[src/rtl/dpram_arb_pkg.sv]
// Shared constants, types and the round-robin pick function for dpram_port_arbiter.
package dpram_arb_pkg;

  localparam int DEF_NUM_REQ    = 2;
  localparam int DEF_ADDR_WIDTH = 8;
  localparam int DEF_DATA_WIDTH = 32;
  localparam int STAT_WIDTH     = 16;

  // Upper bound on requesters; the pick function works on vectors of this size.
  localparam int MAX_REQ   = 8;
  localparam int MAX_IDX_W = 3;

  typedef struct packed {
    logic                 found;
    logic [MAX_IDX_W-1:0] idx;
  } pick_t;

  // Scan req starting at ptr, wrapping at n-1 -> 0; the first set bit wins.
  function automatic pick_t rr_pick(input logic [MAX_REQ-1:0]   req,
                                    input logic [MAX_IDX_W-1:0] ptr,
                                    input int                   n);
    pick_t p;
    int    cand;
    p = '0;
    for (int i = 0; i < MAX_REQ; i++) begin
      cand = int'(ptr) + i;
      if (cand >= n) cand = cand - n;
      if ((i < n) && !p.found && req[cand[MAX_IDX_W-1:0]]) begin
        p.found = 1'b1;
        p.idx   = cand[MAX_IDX_W-1:0];
      end
    end
    return p;
  endfunction

endpackage

[src/rtl/dpram_port_arbiter_rr_arbiter.sv]
// Round-robin arbiter: request vector in, one-hot grant out, owns the priority pointer.
module rr_arbiter
  import dpram_arb_pkg::*;
#(
  parameter  int NUM_REQ = DEF_NUM_REQ,
  localparam int PTR_W   = (NUM_REQ > 1) ? $clog2(NUM_REQ) : 1
) (
  input  logic               clk,
  input  logic               rst_n,
  input  logic [NUM_REQ-1:0] req_i,
  output logic [NUM_REQ-1:0] gnt_o,
  output logic               gnt_any_o,
  output logic [PTR_W-1:0]   gnt_idx_o
);

  logic [PTR_W-1:0] ptr_q, ptr_d;
  pick_t            pick;
  logic             unused_pick_bits;

  // Find the winner for this cycle; grants are suppressed while reset is asserted.
  always_comb begin
    pick      = rr_pick(MAX_REQ'(req_i), MAX_IDX_W'(ptr_q), NUM_REQ);
    gnt_any_o = rst_n & pick.found;
    gnt_idx_o = pick.idx[PTR_W-1:0];
    gnt_o     = gnt_any_o ? (NUM_REQ'(1) << gnt_idx_o) : '0;
  end

  assign unused_pick_bits = ^pick.idx;

  // Advance the pointer past the winner, wrapping by explicit compare.
  always_comb begin
    ptr_d = ptr_q;
    if (gnt_any_o) begin
      if (gnt_idx_o == PTR_W'(NUM_REQ - 1)) ptr_d = '0;
      else                                   ptr_d = gnt_idx_o + PTR_W'(1);
    end
  end

  // Pointer register.
  always_ff @(posedge clk) begin
    if (!rst_n) ptr_q <= '0;
    else        ptr_q <= ptr_d;
  end

endmodule

[src/rtl/dpram_port_arbiter.sv]
// Shares one RAM port between NUM_REQ requesters with round-robin arbitration,
// muxes the winner onto the RAM and routes the 1-cycle read data back to its owner.
// Optional build macro DPRA_ARB_STATS_EN adds saturating grant/conflict counters.
module dpram_port_arbiter
  import dpram_arb_pkg::*;
#(
  parameter  int NUM_REQ    = DEF_NUM_REQ,
  parameter  int ADDR_WIDTH = DEF_ADDR_WIDTH,
  parameter  int DATA_WIDTH = DEF_DATA_WIDTH,
  localparam int PTR_W      = (NUM_REQ > 1) ? $clog2(NUM_REQ) : 1
) (
  input  logic                          clk,
  input  logic                          rst_n,
  input  logic [NUM_REQ-1:0]            req_i,
  input  logic [NUM_REQ-1:0]            req_we_i,
  input  logic [NUM_REQ*ADDR_WIDTH-1:0] req_addr_i,
  input  logic [NUM_REQ*DATA_WIDTH-1:0] req_wdata_i,
  output logic [NUM_REQ-1:0]            gnt_o,
  output logic [NUM_REQ-1:0]            rvalid_o,
  output logic [DATA_WIDTH-1:0]         rdata_o,
  output logic                          ram_en_o,
  output logic                          ram_we_o,
  output logic [ADDR_WIDTH-1:0]         ram_addr_o,
  output logic [DATA_WIDTH-1:0]         ram_wdata_o,
  input  logic [DATA_WIDTH-1:0]         ram_rdata_i
`ifdef DPRA_ARB_STATS_EN
  ,
  output logic [NUM_REQ*STAT_WIDTH-1:0] grant_cnt_o,
  output logic [STAT_WIDTH-1:0]         conflict_cnt_o
`endif
);

  logic             gnt_any;
  logic [PTR_W-1:0] gnt_idx;
  logic             rd_pending_q, rd_pending_d;
  logic [PTR_W-1:0] rd_owner_q, rd_owner_d;
  logic             ret_en;

  rr_arbiter #(
    .NUM_REQ (NUM_REQ)
  ) u_arb (
    .clk       (clk),
    .rst_n     (rst_n),
    .req_i     (req_i),
    .gnt_o     (gnt_o),
    .gnt_any_o (gnt_any),
    .gnt_idx_o (gnt_idx)
  );

  // Multiplex the granted requester's command onto the RAM port; all zero when idle.
  always_comb begin
    ram_en_o    = gnt_any;
    ram_we_o    = 1'b0;
    ram_addr_o  = '0;
    ram_wdata_o = '0;
    for (int i = 0; i < NUM_REQ; i++) begin
      if (gnt_o[i]) begin
        ram_we_o    = req_we_i[i];
        ram_addr_o  = req_addr_i[i*ADDR_WIDTH +: ADDR_WIDTH];
        ram_wdata_o = req_wdata_i[i*DATA_WIDTH +: DATA_WIDTH];
      end
    end
  end

  // A granted read arms the return for the next cycle; otherwise the pending flag drops.
  always_comb begin
    rd_pending_d = gnt_any & ~ram_we_o;
    rd_owner_d   = rd_owner_q;
    if (gnt_any && !ram_we_o) rd_owner_d = gnt_idx;
  end

  // Read-return tracking registers.
  always_ff @(posedge clk) begin
    if (!rst_n) begin
      rd_pending_q <= 1'b0;
      rd_owner_q   <= '0;
    end else begin
      rd_pending_q <= rd_pending_d;
      rd_owner_q   <= rd_owner_d;
    end
  end

  // Return strobe and passthrough data; a read caught by reset never reports back.
  always_comb begin
    ret_en   = rst_n & rd_pending_q;
    rvalid_o = ret_en ? (NUM_REQ'(1) << rd_owner_q) : '0;
    rdata_o  = ret_en ? ram_rdata_i : '0;
  end

`ifdef DPRA_ARB_STATS_EN
  logic [STAT_WIDTH-1:0] grant_cnt_q [NUM_REQ];
  logic [STAT_WIDTH-1:0] grant_cnt_d [NUM_REQ];
  logic [STAT_WIDTH-1:0] conflict_cnt_q, conflict_cnt_d;
  logic                  multi_req;

  // Saturating increments: one per grant, and one per cycle with competing requests.
  always_comb begin
    multi_req      = ($countones(req_i) > 1);
    conflict_cnt_d = conflict_cnt_q;
    if (multi_req && (conflict_cnt_q != '1)) conflict_cnt_d = conflict_cnt_q + 1'b1;
    for (int i = 0; i < NUM_REQ; i++) begin
      grant_cnt_d[i] = grant_cnt_q[i];
      if (gnt_o[i] && (grant_cnt_q[i] != '1)) grant_cnt_d[i] = grant_cnt_q[i] + 1'b1;
    end
  end

  // Statistics registers, cleared by reset.
  always_ff @(posedge clk) begin
    if (!rst_n) begin
      conflict_cnt_q <= '0;
      for (int i = 0; i < NUM_REQ; i++) grant_cnt_q[i] <= '0;
    end else begin
      conflict_cnt_q <= conflict_cnt_d;
      for (int i = 0; i < NUM_REQ; i++) grant_cnt_q[i] <= grant_cnt_d[i];
    end
  end

  // Pack the per-requester counters onto the flat output.
  always_comb begin
    conflict_cnt_o = conflict_cnt_q;
    for (int i = 0; i < NUM_REQ; i++) grant_cnt_o[i*STAT_WIDTH +: STAT_WIDTH] = grant_cnt_q[i];
  end
`else
  // Statistics compiled out: no counters, no extra ports.
`endif

endmodule

[config.mk]
export PLATFORM = sky130hd
export DESIGN_NAME = dpram_port_arbiter
export DESIGN_NICKNAME = d
export VERILOG_FILES = /design/src/rtl/dpram_arb_pkg.sv /design/src/rtl/dpram_port_arbiter_rr_arbiter.sv /design/src/rtl/dpram_port_arbiter.sv
export SDC_FILE = /design/constraint.sdc
export NUM_CORES = 1
export LEC_CHECK = 0
export CAP_MARGIN = 20
export CORE_AREA = 2 2 75 77
export DETAILED_ROUTE_END_ITERATION = 16
export DIE_AREA = 0 0 77 79
export GPL_TIMING_DRIVEN = 0
export PLACE_DENSITY = 0.86
export SETUP_SLACK_MARGIN = 0.2
export SYNTH_ARGS = -nofsm -noshare
export SYNTH_HDL_FRONTEND = slang
export SYNTH_SLANG_ARGS = --single-unit
export TNS_END_PERCENT = 10
[constraint.sdc]
create_clock -name clk -period 1.45 [get_ports clk]
set_clock_uncertainty 0.1 [all_clocks]
set_input_delay 0.145 -clock clk [delete_from_list [all_inputs] [get_ports clk]]
set_output_delay 0.145 -clock clk [all_outputs]
set_load 0.03 [all_outputs]
### Yosys cells after proc, flatten, opt, wreduce, memory -nomap -nowiden

Index checks and enable logic that the tools add are counted.

* register bits after elaboration: 3
* latch bits: 0
* memory bits (writable): 0
* memory bits (read-only): 0
* input port bits: 118
* output and inout bits: 78
* logic and storage cells: 39
* memories kept: 0

* add/subtract/negate cells: 4
* $mul: 0
* divide/modulo/power cells: 0
* order comparisons: 4
* equality and inequality tests: 0
* shift-type cells: 2
* mux-type cells: 18
* bitwise operators: 4
* reductions and logical operators: 4

Operator list (count)
* $mux 32: 3
* $ge 32x3->1 const B: 1
* $mux 8: 2
* $lt 3x4->1 const B: 2
* $mux 4: 2
* $bmux 1 s3: 2
* $mux 3: 2
* $mux 1: 5
* $mux 2: 2
* $shl 1x1->2 const A: 2
* $and 1x1->1: 3
* $sub 1x2->3 const B: 1
* $sub 3x3->3 const B: 1
* $add 1x1->2 const B: 1
* $ge 1x2->1 const B: 1
* $logic_and 1x1->1: 2
* $logic_not 1->1: 2
* $add 1x1->1 const B: 1
* $not 1->1: 1

### Logic depth before layout (Yosys ltp)

Gate-level depths: netlist (run 1).

* depth in word-level cells: 14
* mapped depth: 5
* gate-level depth less buffers: 3

### Modules after synthesis

From an unflattened synthesis (run 1), not the netlist that was laid out.

* cells, all modules: 113
* area, all modules: 827.0 um2

By module, submodules not included
* dpram_port_arbiter: times used 1, cells an instance 105, area an instance 760.7 um2, seq. area each 40.0 um2
* rr_arbiter: times used 1, cells an instance 8, area an instance 66.3 um2, seq. area each 20.0 um2

### Worst setup path after synthesis (run 1)

OpenSTA, ideal clock, no wires.

* path kind: flip-flop to output port
* start point: register u_arb.ptr_q
* end point: output port ram_addr_o[3]
* arrival time: 1252 ps
* required time: 1205 ps
* slack: -47 ps
* stages on the path, launching flop included: 6
* path buffers: 2
* path through: dfxtp_1 -> nand2_1 -> and3_1 -> buf_2 -> buf_2 -> a22o_1

* longest elaborated chain between the ends: 12
* elaborated cells between the ends (all ways): 20
* classes of those cells: add/sub (3); order compare (2); shift (1); mux (11); bitwise (1); reduce/logical (2)

Ends and longest elaborated chain
* start: declaration: line dpram_port_arbiter_rr_arbiter.sv:16 `logic [PTR_W-1:0] ptr_q, ptr_d;`
* start signal: assignment: line dpram_port_arbiter_rr_arbiter.sv:42 `else ptr_q <= ptr_d;`
* parallel branches: the longest is 7 deep, another holds $ge 32x3->1
* $mux 4 *: line dpram_arb_pkg.sv:28 `if ((i < n) && !p.found && req[cand[MAX_IDX_W-1:0]]) begin`
* $shl 1x1->2 or $and 1x1->1 (tied branches): line dpram_port_arbiter_rr_arbiter.sv:25, dpram_port_arbiter_rr_arbiter.sv:23
* $mux 2 *: line dpram_port_arbiter_rr_arbiter.sv:25 `gnt_o = gnt_any_o ? (NUM_REQ'(1) << gnt_idx_o) : '0;`
* net gnt_o[0]: line dpram_port_arbiter.sv:18 `output logic [NUM_REQ-1:0] gnt_o,`
* $mux 8 * (2 in series): line dpram_port_arbiter.sv:57 `if (gnt_o[i]) begin`
* end: declaration: line dpram_port_arbiter.sv:23 `output logic [ADDR_WIDTH-1:0] ram_addr_o,`

Mark *: on every way through the listed nets, which the timed path passes. The select of a mux whose other input is x is not followed.

### Final worst setup path (run 1)

* start point: register u_arb.ptr_q
* end point: output port ram_wdata_o[27]

* longest elaborated chain between the ends: 12
* elaborated cells between the ends (all ways): 20
* classes of those cells: add/sub (3); order compare (2); shift (1); mux (11); bitwise (1); reduce/logical (2)

Ends and longest elaborated chain
* parallel branches: the longest is 7 deep, another holds $ge 32x3->1
* $mux 4 *: line dpram_arb_pkg.sv:28
* $shl 1x1->2 or $and 1x1->1 (tied branches): line dpram_port_arbiter_rr_arbiter.sv:25, dpram_port_arbiter_rr_arbiter.sv:23
* $mux 2 *: line dpram_port_arbiter_rr_arbiter.sv:25
* $mux 32: line dpram_port_arbiter.sv:57
* $mux 32 *: line dpram_port_arbiter.sv:57
* end: declaration: line dpram_port_arbiter.sv:24 `output logic [DATA_WIDTH-1:0] ram_wdata_o,`

Mark *: on every way between the ends. The select of a mux whose other input is x is not followed.

==> results by group, run 1 <==
Status
  • Run status: finished, violations left
  • Failing checks: negative setup slack

Global routing
  • All-Layer GR Usage: 20.4%
  • Initial antenna violation count: 0
  • First-pass GRT wire length: 9.88 mm
  • Largest net degree at the start of global routing: 11
  • Vias in the first global route: 1958
  • Final global-route overflow total: 0

Hold path
  • Min-Delay Path Class: in -> reg

Logic synthesis
  • Synthesized area: 823 sq um
  • Post-synthesis cell count: 108
  • Largest family of logic cells by synthesized area: compound AO/OA/AOI/OAI gates
  • Synth Area in Adders: 0%
  • Post-Synth Simple-Gate Area: 31.0%
  • Top cell type's share of synthesized area: 43.6%
  • Sequential cell area fraction in the yosys report: 7.29%
  • Synth cell types: 16
  • Top cells by area, synth: a22o_1, and3_1, dfxtp_1
  • Multiplexer share of the synthesized area: 1.37%
  • Post-synthesis compound-gate area fraction: 46.8%
  • Leading area contributor after synthesis: a22o_1
  • Yosys reg bits: 3
  • XOR/XNOR Fraction of Synth Area: 0%
  • Syn_nets: 226
  • Avg Synthesized Cell Area: 7.62 sq um
  • Yosys warning count: 0

Clock network
  • Root Buffer: clkbuf_8
  • Num CTS Buffers: 3
  • Num Clock Sinks: 3
  • CTS tree: done
  • Clk slew on worst S/H paths: 30 ps
  • Post-CTS Setup Bufs: 0
  • # H-tree levels: 1
  • Clk_lat worst skew: 220 ps
  • Clock Tree Buf Depth: 2

Placement
  • RD Place Congestion: 0.750
  • Pre-CTS WS: -962 ps
  • Port-buffer cells: 195
  • Dpl cell area: 0.00327 sq mm
  • DP Wirelength: 5.01 mm

Setup path
  • CP Class: reg -> out
  • Worst EP required: 1210 ps
  • Worst setup SP type: flop
  • Worst Path Max Fanout: 10
  • Critical path data arrival time: 1510 ps
  • Crit path capture type: output pin

Power and ir drop
  • Combinational Power Share: 77.3%
  • Peak supply drop: 0.000357 V
  • Sw power: 0.575 mW
  • Part of the power in the clock network: 16.3%
  • Leakage: 1.68 nW
  • Total internal power: 0.987 mW
  • Sw frac: 36.8%
  • PwrDens: 424 mW/mm^2
  • Flop pwr share: 6.4%

Detailed routing
  • DRC errors left: 0
  • Post-Route WL: 6.76 mm
  • Vias: 1807
  • Final ANT Viol Nets: 0
  • Drt wl/cell: 17.8 microns
  • 1st-iter DRT viols: 20
  • Drt pass-1 iters: 4
  • Vias per std cell: 4.74

Floorplan
  • Row cnt: 27
  • Core Region: 0.00534 sq mm
  • Overall die width: 77 microns
  • Starting Density: 15.4%
  • Die Height: 79 microns
  • Die area: 0.00608 sq mm
  • Ports: 196

STA
  • Unrepaired setup endpoints after global routing: true
  • Setup TNS: -12290 ps
  • FMAX: 568 MHz
  • Fin. Hold Viols: 0
  • Slew headroom: 82.2%
  • Setup violators final: 43
  • Fin crit share: 121%
  • Crit path setup slack, layout: -310 ps
  • Max-slew violation count: 0
  • Tmin final: 1760 ps
  • Slew @ Worst Pin: 266 ps

Layout
  • # nets final: 428
  • Fraction of layout cells with a size suffix above 1: 57.3%
  • Fin area: 0.00368 sq mm
  • ANT cells: 0
  • Synth-to-layout area growth: 348%

Flow run
  • Max_cap viols: 0
## cell usage after synthesis (all sizes together)
cell type and number:
nor2b 2, mux2 1, nand2b 1, inv 1, o211a 1, and3 35
a32oi 1, nor2 1, o21a 1, a22o 41, dfxtp 3, clkbuf 7
nand2 2, and2 1, buf 10
## metal layers
metal / global-route usage (%) / vias up / wire, microns
met4: 5.89 / 0 / 119
met3: 6.93 / 15 / 629
met5: 0 / - / 0
met1: 18.9 / 848 / 2140
met2: 41.8 / 108 / 3880
li1: - / 836 / -
## cells by family after synthesis
group	after synthesis
compound gates	44
buf+inv	18
flops	3
mux	1
simple gates	42
## critical path, stage by stage, from the launching register on
cell and delay [ps]:
dfxtp_2 320, nand2b_4 140, and3_4 160, buf_12 150, buf_12 150, a22o_4 240
buf_6 140
## final cells by class
| type | count | area, sq um |
|---|---|---|
| Buffer | 17 | 249 |
| Clock buffer | 4 | 45.0 |
| Fill cell | 405 | 1650 |
| Inverter | 1 | 3.75 |
| Multi-Input combinational cell | 87 | 1170 |
| Sequential cell | 3 | 66.3 |
| Tap cell | 72 | 90.1 |
| Timing Repair Buffer | 197 | 2060 |
## power groups by stage
stage | clock, mW | sequential (mW) | combinational, mW
final | 0.254 | 0.100 | 1.21
after global routing | 0.259 | 0.101 | 1.26
after CTS | 0.255 | 0.0964 | 1.19
after detailed placement | 0 | 0.0960 | 1.09
after global placement | 0 | 0.0952 | 1.08
after floorplan | 0 | 0.0936 | 0.513
## final timing paths
check                                         startpoint                  endpoint  slack (ps)  depth (start not counted)
worst max-delay path            u_arb.ptr_q$_SDFFE_PN0N_           ram_wdata_o[27]        -310                          6
worst min-delay path                               rst_n   rd_owner_q$_SDFFE_PN0P_         320                          3
worst max register to register  u_arb.ptr_q$_SDFFE_PN0N_   rd_owner_q$_SDFFE_PN0P_         140                          3
worst min register to register  u_arb.ptr_q$_SDFFE_PN0N_  u_arb.ptr_q$_SDFFE_PN0N_         420                          1
## cell usage in the layout (no fill, tap or decap), types with 2 or more instances in the layout
master and count:
buf_4 3, buf_12 5, nor2b_1 2, buf_8 6, clkdlybuf4s15_2 3, a22o_4 39, dlygate4sd2_1 2, and3_1 5
clkdlybuf4s50_1 114, a22o_1 2, and3_4 30, clkbuf_8 4, dfxtp_2 2, buf_2 3, buf_6 75
## timing repair
item | CTS | global route
endpoints found under the setup margin | 81 | 76
pin swaps | 13 | 18
hold buffers | 0 | 0
gates cloned | 2 | 0
resized for setup | 581 | 29
## sequential cells by signal, indices dropped and copies added (netlist names)
register	count
rd_owner_q	1
u_arb.ptr_q	1
rd_pending_q	1
## metrics by stage
| step | cells | utilization (%) | hold slack, ps | total power, mW |
|---|---|---|---|---|
| after floorplan | 108 | - | 183 | 0.606 |
| after global placement | 375 | 61.2 | 402 | 1.17 |
| after detailed placement | 375 | 61.2 | 433 | 1.19 |
| after CTS | 381 | 67.7 | 319 | 1.54 |
| after global routing | 381 | 69.0 | 369 | 1.62 |
| final | 381 | 69.0 | 322 | 1.56 |
Note: power is estimated with default switching activity, not from simulation.
==> run 2: changes to the inputs <==
--- a/config.mk
+++ b/config.mk
@@ -10,6 +10,7 @@
 export DETAILED_ROUTE_END_ITERATION = 16
 export DIE_AREA = 0 0 77 79
 export GPL_TIMING_DRIVEN = 0
+export HOLD_SLACK_MARGIN = 0.05
 export PLACE_DENSITY = 0.86
 export SETUP_SLACK_MARGIN = 0.2
 export SYNTH_ARGS = -nofsm -noshare
==> results of run 2 <==
No change in the layout: final DEF, timing and power equal those of run 1.
==> run 3: changes to the inputs <==
==> constraint.sdc (replaced) <==
create_clock -name clk -period 2.3 [get_ports clk]
set_clock_uncertainty 0.1 [all_clocks]
set_input_delay 0.23 -clock clk [delete_from_list [all_inputs] [get_ports clk]]
set_output_delay 0.23 -clock clk [all_outputs]
set_load 0.03 [all_outputs]
==> run 3 against run 2 <==
The flow now finishes without violations; die area unchanged; routed wire length down 18%; via count down 6.1%; clock power down 39%; non-clock buffer count down 2; highest routed layer unchanged.
==> results by group, run 3 (synthesis results as in run 1) <==
Floorplan
  • Die area: 0.00608 sq mm (unchanged)
  • Ports: 196 (unchanged)
  • Die Height: 79 microns (unchanged)
  • Overall die width: 77 microns (unchanged)
  • Starting Density: 15.4% (unchanged)
  • Core Region: 0.00534 sq mm (unchanged)
  • Row cnt: 27 (unchanged)

Setup path
  • Beginning of the critical path: rst_n
  • Worst EP required: 1970 ps (+760 ps)
  • Crit path capture type: output pin
  • Critical path data arrival time: 1750 ps (+240 ps)
  • Worst R2R Start: u_arb.ptr_q$_SDFFE_PN0N_
  • CP most frequent cell: clkbuf_2
  • Critical Path, Cell by Cell: clkdlybuf4s50_1 -> clkbuf_2 -> clkbuf_2 -> and3_1 -> dlygate4sd2_1
  • Crit-path leading delay family: buffers and inverters
  • Worst Path Max Fanout: 10 (unchanged)
  • CP peak stage delay: 510 ps (+190 ps)
  • CP Class: in -> out
  • Buf/Inv on CP: 4 (+1)
  • Worst setup SP type: primary input
  • CP max stage cell: clkdlybuf4s50_1

Detailed routing
  • Vias: 1697 (-6.1%)
  • Vias per std cell: 4.48 (-5.6%)
  • Post-Route WL: 5.52 mm (-18%)
  • DRC errors left: 0 (unchanged)
  • Final ANT Viol Nets: 0 (unchanged)
  • 1st-iter DRT viols: 43 (+110%)
  • Drt wl/cell: 14.6 microns (-18%)
  • Drt pass-1 iters: 4 (unchanged)

Layout
  • Utilization after layout: 50.6% (-18 points)
  • Post-Layout Cell Count: 379 (-0.52%)
  • Most common cell after layout, fill and taps aside: clkdlybuf4s50_1
  • Most frequent cells in the layout: clkdlybuf4s50_1, buf_2, a22o_1
  • ANT cells: 0 (unchanged)
  • Largest regs: rd_owner_q (1), rd_pending_q (1), u_arb.ptr_q (1)
  • Synth-to-layout area growth: 228%
  • # nets final: 426 (-0.47%)
  • Fraction of layout cells with a size suffix above 1: 22.8% (-34 points)

Clock network
  • Post-CTS Setup Bufs: 0 (unchanged)
  • Root Buffer: clkbuf_8
  • Clk_lat worst skew: 220 ps (about the same)
  • CTS tree: done
  • # H-tree levels: 1 (unchanged)
  • Num Clock Sinks: 3 (unchanged)
  • Num CTS Buffers: 3 (unchanged)
  • Clock Tree Buf Depth: 2 (unchanged)
  • Clk slew on worst S/H paths: 30 ps (about the same)

STA
  • Slew @ Worst Pin: 337 ps (+70.3 ps)
  • Hold WS: 265 ps (-57.6 ps)
  • Tmin final: 2080 ps
  • FMAX: 480 MHz
  • Fin. Hold Viols: 0 (unchanged)
  • Max-slew violation count: 0 (unchanged)
  • Setup violators final: 0 (-100%)
  • Unrepaired setup endpoints after global routing: true
  • Slew headroom: 77.6% (-4.6 points)
  • Fin crit share: 90.5%

Global routing
  • Initial antenna violation count: 1 (+1)
  • All-Layer GR Usage: 16.4% (-4.0 points)
  • Largest net degree at the start of global routing: 11 (unchanged)
  • Vias in the first global route: 1772 (-9.5%)
  • Final global-route overflow total: 0 (unchanged)
  • First-pass GRT wire length: 8.40 mm (-15%)

Hold path
  • Worst Min Path Start: req_i[0]
  • Min-Delay Path Class: in -> reg

Power and ir drop
  • PnR Total Power: 0.754 mW (-52%)
  • PwrDens: 279 mW/mm^2 (-34%)
  • Leakage: 1.42 nW (-15%)
  • Peak supply drop: 0.000271 V (-24%)

Placement
  • RD Place Congestion: 0.719 (-4.2%)
  • Port-buffer cells: 195 (unchanged)
  • Cells after DPL: 375 (unchanged)
  • DP Wirelength: 4.74 mm (-5.4%)

Status
  • Run status: complete, no violations

Flow run
  • Max_cap viols: 0 (unchanged)
==> run 3: final cells by class <==
type,count,area (sq um)
Timing Repair Buffer,195,1740
Fill cell,557,2640
Clock buffer,4,45.0
Tap cell,72,90.1
Inverter,1,3.75
Multi-Input combinational cell,87,652
Buffer,17,115
Sequential cell,3,60.1
==> run 3: repair_timing <==
item,CTS,global route
hold buffers,0,0
gates resized for setup,263,11
endpoints found under the hold margin,0,0
endpoints found under the setup margin,78,70
==> run 3: final timing paths <==
kind / to / slack (ps) / cells after the start
max: rdata_o[6] / 220 / 5
max reg2reg: rd_owner_q$_SDFFE_PN0P_ / 980 / 3
min: u_arb.ptr_q$_SDFFE_PN0N_ / 260 / 2
min reg2reg: u_arb.ptr_q$_SDFFE_PN0N_ / 420 / 1
==> run 3: stage by stage <==
| stage | setup TNS (ps) | setup slack (ps) | area (sq um) |
|---|---|---|---|
| 2_1_floorplan | 0 | 718 | 823 |
| 3_3_place_gp | -14130 | -276 | 2870 |
| 3_5_place_dp | -17670 | -346 | 2870 |
| 4_1_cts | 0 | 119 | 2710 |
| 5_1_grt | 0 | 138 | 2700 |
| 6_report | 0 | 218 | 2700 |
==> run 3: where the power goes <==
group	internal [mW]	total, mW	switching, mW
Combinational	0.289	0.541	0.252
Sequential	0.0560	0.0596	0.00354
Clock	0.118	0.154	0.0357
Total	0.463	0.754	0.291
==> run 3: metal layers <==
layer,track usage (%),share of wire [%],vias up
li1,-,-,830
met1,17.4,37,741
met2,30.6,49,116
met3,6.36,12,10
met4,4.11,1.4,0
met5,0,0,-
